**config.mk**
```make
export PLATFORM = sky130hd
export DESIGN_NAME = dma_ctrl
export DESIGN_NICKNAME = d
export VERILOG_FILES = /design/src/rtl/dma_ctrl.sv
export SDC_FILE = /design/constraint.sdc
export NUM_CORES = 1
export LEC_CHECK = 0
export CAP_MARGIN = 20
export CORE_ASPECT_RATIO = 0.6
export CORE_MARGIN = 2
export CORE_UTILIZATION = 51
export DETAILED_ROUTE_END_ITERATION = 10
export PLACE_DENSITY = 0.8
export SLEW_MARGIN = 20
export SYNTH_ARGS = -nofsm -noshare
export SYNTH_HDL_FRONTEND = slang
export SYNTH_SLANG_ARGS = --single-unit
```
**constraint.sdc**
```tcl
create_clock -name clk -period 6.44 [get_ports clk]
set_input_delay 0.644 -clock clk [delete_from_list [all_inputs] [get_ports clk]]
set_output_delay 0.644 -clock clk [all_outputs]
set_load 0.1 [all_outputs]
```
**src/rtl/dma_ctrl.sv**
```systemverilog
// Single-channel DMA engine: copies DMALEN words from DMASRC to DMADST using
// read bursts into a local buffer followed by matching write bursts.
module dma_ctrl #(
  parameter int MAX_BURST = 4,
  parameter int DATA_W    = 32
) (
  input  logic              clk,
  input  logic              rst,
  input  logic              DMAEN,
  input  logic [31:0]       DMASRC,
  input  logic [31:0]       DMADST,
  input  logic [31:0]       DMALEN,
  output logic [31:0]       M_ARADDR,
  output logic [3:0]        M_ARLEN,
  output logic              M_ARVALID,
  input  logic              M_ARREADY,
  input  logic [DATA_W-1:0] M_RDATA,
  input  logic [1:0]        M_RRESP,
  input  logic              M_RLAST,
  input  logic              M_RVALID,
  output logic              M_RREADY,
  output logic [31:0]       M_AWADDR,
  output logic [3:0]        M_AWLEN,
  output logic              M_AWVALID,
  input  logic              M_AWREADY,
  output logic [DATA_W-1:0] M_WDATA,
  output logic              M_WLAST,
  output logic              M_WVALID,
  input  logic              M_WREADY,
  input  logic [1:0]        M_BRESP,
  input  logic              M_BVALID,
  output logic              M_BREADY,
  output logic              DMA_INTERRUPT,
  output logic              DMA_ERR,
  output logic [2:0]        fsm_state
);

  // Handshakes: a beat transfers on the rising edge where VALID and READY are
  // both high; every VALID and READY driven here is a function of state only.
  typedef enum logic [2:0] {
    IDLE  = 3'd0,
    RADDR = 3'd1,
    RDATA = 3'd2,
    WADDR = 3'd3,
    WDATA = 3'd4,
    WRESP = 3'd5,
    DONE  = 3'd6
  } state_t;

  localparam int IW = (MAX_BURST > 1) ? $clog2(MAX_BURST) : 1;

  state_t            state, state_nx;
  logic [31:0]       src_ptr, dst_ptr, remain;
  logic [IW-1:0]     idx;
  logic              rd_err, stop, err;
  logic [DATA_W-1:0] buf_mem [MAX_BURST];

  logic [3:0]        beats_m1;
  logic [31:0]       beats, step;
  logic              last_idx, r_hs, r_end, rd_bad, w_hs;

  always_comb begin
    if (remain >= 32'(MAX_BURST)) beats_m1 = 4'(MAX_BURST - 1);
    else                          beats_m1 = remain[3:0] - 4'd1;
  end

  assign beats    = {28'd0, beats_m1} + 32'd1;
  assign step     = {26'd0, beats_m1, 2'b00} + 32'd4;
  assign last_idx = (idx == beats_m1[IW-1:0]);
  assign r_hs     = (state == RDATA) && M_RVALID;
  assign r_end    = r_hs && (M_RLAST || last_idx);
  assign rd_bad   = r_hs && (M_RRESP != 2'b00);
  assign w_hs     = (state == WDATA) && M_WREADY;

  assign M_ARADDR  = src_ptr;
  assign M_AWADDR  = dst_ptr;
  assign M_ARLEN   = beats_m1;
  assign M_AWLEN   = beats_m1;
  assign M_WDATA   = buf_mem[idx];
  assign DMA_ERR   = err;
  assign fsm_state = state;

  always_comb begin
    state_nx      = state;
    M_ARVALID     = 1'b0;
    M_RREADY      = 1'b0;
    M_AWVALID     = 1'b0;
    M_WVALID      = 1'b0;
    M_WLAST       = 1'b0;
    M_BREADY      = 1'b0;
    DMA_INTERRUPT = 1'b0;
    case (state)
      IDLE: if (DMAEN) state_nx = (DMALEN == 32'd0) ? DONE : RADDR;
      RADDR: begin
        M_ARVALID = 1'b1;
        if (M_ARREADY) state_nx = RDATA;
      end
      RDATA: begin
        M_RREADY = 1'b1;
        if (r_end) state_nx = (rd_err || rd_bad) ? DONE : WADDR;
      end
      WADDR: begin
        M_AWVALID = 1'b1;
        if (M_AWREADY) state_nx = WDATA;
      end
      WDATA: begin
        M_WVALID = 1'b1;
        M_WLAST  = last_idx;
        if (w_hs && last_idx) state_nx = WRESP;
      end
      WRESP: begin
        M_BREADY = 1'b1;
        if (M_BVALID) begin
          // A write error outranks a pending stop so software still sees DONE.
          if (M_BRESP != 2'b00)    state_nx = DONE;
          else if (stop)           state_nx = IDLE;
          else if (remain == beats) state_nx = DONE;
          else                     state_nx = RADDR;
        end
      end
      DONE: begin
        DMA_INTERRUPT = 1'b1;
        if (!DMAEN) state_nx = IDLE;
      end
      default: state_nx = IDLE;
    endcase
  end

  always_ff @(posedge clk or negedge rst) begin
    if (!rst) begin
      state   <= IDLE;
      src_ptr <= 32'd0;
      dst_ptr <= 32'd0;
      remain  <= 32'd0;
      idx     <= '0;
      rd_err  <= 1'b0;
      stop    <= 1'b0;
      err     <= 1'b0;
    end else begin
      state <= state_nx;
      case (state)
        IDLE: if (DMAEN) begin
          src_ptr <= DMASRC;
          dst_ptr <= DMADST;
          remain  <= DMALEN;
          err     <= 1'b0;
          stop    <= 1'b0;
        end
        RADDR: if (M_ARREADY) begin
          idx    <= '0;
          rd_err <= 1'b0;
        end
        RDATA: if (r_hs) begin
          idx <= r_end ? '0 : idx + 1'b1;
          if (rd_bad) begin
            rd_err <= 1'b1;
            err    <= 1'b1;
          end
        end
        WDATA: if (w_hs) idx <= last_idx ? '0 : idx + 1'b1;
        WRESP: if (M_BVALID) begin
          src_ptr <= src_ptr + step;
          dst_ptr <= dst_ptr + step;
          remain  <= remain - beats;
          if (M_BRESP != 2'b00) err <= 1'b1;
        end
        default: ;
      endcase
      // Enable dropped mid-transfer: finish the current burst pair, then stop.
      if (!DMAEN && state != IDLE && state != DONE) stop <= 1'b1;
    end
  end

  always_ff @(posedge clk) begin
    if (r_hs) buf_mem[idx] <= M_RDATA;
  end

endmodule

```
==> key figures <==
Run status
  • Outcome: finished clean

Synthesis
  • Area contributors post-synth: edfxtp_1 (33%), dfrtp_1 (22%), mux4_2 (6.2%)
  • Top post-synthesis cells by count: edfxtp_1 (128), a21oi_1 (105), dfrtp_1 (104)
  • Yosys reg bits: 232
  • Yosys warnings: 0
  • Sequential area share after synthesis: 0.553
  • Cell variety after synth: 72
  • Top_reg_cell synth: edfxtp_1
  • Leading area contributor after synthesis: edfxtp_1
  • Post-Syn Area: 11700 µm²
  • Asr flop ratio synth: 0.448
  • Syn_area_per_cell: 11.1 µm²
  • Cells after synthesis: 1053
  • Syn_nets: 1218
  • Area fraction of the dominant cell type after synthesis: 0.330
  • Cell with the most instances after synthesis: edfxtp_1
  • EDFF count, synth: 128

CTS
  • Clk slew on worst S/H paths: 0.07 ns
  • Clock sinks: 232
  • CTS tree: yes
  • Post-CTS Resized: 0
  • CTS H-tree lvls: 1
  • Skew-Pair Late Insertion Delay: 0.52 ns
  • Root buffer cell: clkbuf_16
  • Post-cts hold buffer count: 0
  • Clk buf depth: 3
  • CTS buffer count: 23
  • Post-CTS Setup Repair Bufs: 0

STA
  • Final Hold Vio Count: 0
  • WHS: 0.0775 ns
  • Min Tclk post-route: 5.72 ns
  • Slew Viols, Final: 0
  • Worst-Margin Slew: 1.03 ns
  • Slew headroom: 0.313
  • Sum Neg Setup Slack: 0 ns
  • Clk_skew: 0.0127 ns
  • RSZ-0062 raised after global routing: false
  • Final setup fails: 0
  • Achievable Freq: 0.175 GHz
  • Period Utilization, post-route: 0.888

Route
  • Via density: 6.15
  • First-pass DRT Iterations: 5
  • Number of remaining DRC errors: 0
  • Total number of vias: 9858
  • Post-Route M1 WL: 15.1 mm
  • DRT iter0 DRCs: 1063
  • Met3 Routed Length: 3.07 mm
  • Top routing layer in use: met4
  • ANT nets after route: 0
  • WL final: 33.3 mm
  • Metal2 WL: 14.4 mm
  • Routed len/inst: 20.8 µm

Layout
  • Syn-to-layout area delta: 30.6%
  • Filler cells: 1661
  • Post-route core utilization: 0.684
  • # nets final: 1444
  • Share of cells above drive strength 1: 0.0834
  • Antenna diodes: 0

Global routing
  • Pin count of the biggest net entering global routing: 87
  • Global-route wire length before repair: 51.6 mm
  • GR Util All Layers: 0.276
  • Gr ovfl total: 0
  • Vias in the first global route: 9223
  • Initial antenna violation count: 0

Floorplan
  • Die area: 24100 µm²
  • Core ar.: 22200 µm²
  • Site row count: 42
  • DIE WIDTH: 199 µm
  • Initial Utilization: 0.524
  • Die span in y: 121 µm
  • IO Pins: 256

Worst setup path
  • Worst Path Required: 6.83 ns
  • Worst setup SP type: flip-flop
  • Worst EP arrival: 6.10 ns
  • Crit path from: remain[9]
  • Worst R2R Start: remain[9]
  • Worst setup EP type: flip-flop
  • CP Class: reg2reg
  • Crit Path Max Fanout: 7

Place
  • GP Congestion: 0.888
  • Hpwl dp: 23.4 mm
  • PortBufs: 255

Hold path
  • Worst min-delay path class: in2async

Job
  • Max cap viols: 0
placed cells by master, fill, tap and decap left out, drive strengths merged, types with 21 or more instances in the layout:
cell type,netlist,layout
a21oi,105,105
clkbuf,45,26
clkdlybuf4s50,0,254
dfrtp,104,104
edfxtp,128,128
ha,21,21
inv,30,31
mux4,32,32
nand2,94,94
nand3,29,29
nand4,21,21
nor2,92,92
nor3,23,23
o21ai,63,63
o22ai,25,25
layer usage:
metal,vias up,global-route usage
li1,4483,-
met1,4817,0.428
met2,502,0.399
met3,56,0.0611
met4,0,0.0541
met5,-,0
cell families after synthesis:
logic type               count (synthesis)  synth area share
adder cells (fa/ha/maj)                 24            0.0277
AND/OR/NAND/NOR                        332             0.137
XOR/XNOR                                12           0.00902
multiplexers                            35            0.0647
AO/OA/AOI/OAI                          323             0.176
flip-flops                             232             0.553
other                                    1          0.000322
buffers and inverters                   94            0.0322
sequential cells by signal (all words and copies together) (netlist names):
name and count:
DMA_ERR 1, M_ARADDR 32, M_AWADDR 32, buf_mem 128, fsm_state 3, idx 2, rd_err 1, remain 32
stop 1
path summary, 6_finish.rpt:
kind / slack (ns) / to / cells after the start
max: 0.72 / remain[31] / 16
min: 0.08 / M_ARADDR[3] / 1
max reg2reg: 0.72 / remain[31] / 16
min reg2reg: 0.48 / M_ARADDR[1] / 2
max in group asynchronous: 4.99 / idx[0] / 2
min in group clk: 0.48 / M_ARADDR[1] / 2
stage by stage:
step | std cells | worst slack, ns | area [µm²]
2_1_floorplan | 1053 | 0.991 | 11700
6_report | 1603 | 0.723 | 15200
5_1_grt | 1603 | 0.347 | 15200
4_1_cts | 1603 | 0.816 | 15200
3_3_place_gp | 1562 | 1.18 | 14400
3_5_place_dp | 1562 | 0.847 | 14400
cell type report:
| cell class | count | area (µm²) | share of cell area |
|---|---|---|---|
| flip-flops and latches | 232 | 6450 | 0.424 |
| clock buffers | 26 | 587 | 0.0386 |
| inverters | 31 | 119 | 0.00781 |
| well taps | 308 | 385 | 0.0253 |
| multi-input cells | 727 | 4860 | 0.320 |
| clock inverters | 15 | 194 | 0.0127 |
| repair buffers | 264 | 2620 | 0.172 |
critical path, stage by stage, from the launching register on:
cell,delay [ns]
dfrtp_1,0.39
or4_4,0.58
or4b_4,0.57
or2_2,0.37
nor3_1,0.35
inv_1,0.15
ha_1,0.25
xor2_1,0.29
inv_1,0.08
ha_1,0.34
o21ai_0,0.13
a21oi_1,0.14
o21ai_0,0.54
nand4_1,0.43
or4_1,0.63
nor3_1,0.21
o21ai_0,0.14
Power is left out: the tool's default activity adds up to more than one toggle a clock period on the data nets, which glitch-free logic cannot reach.
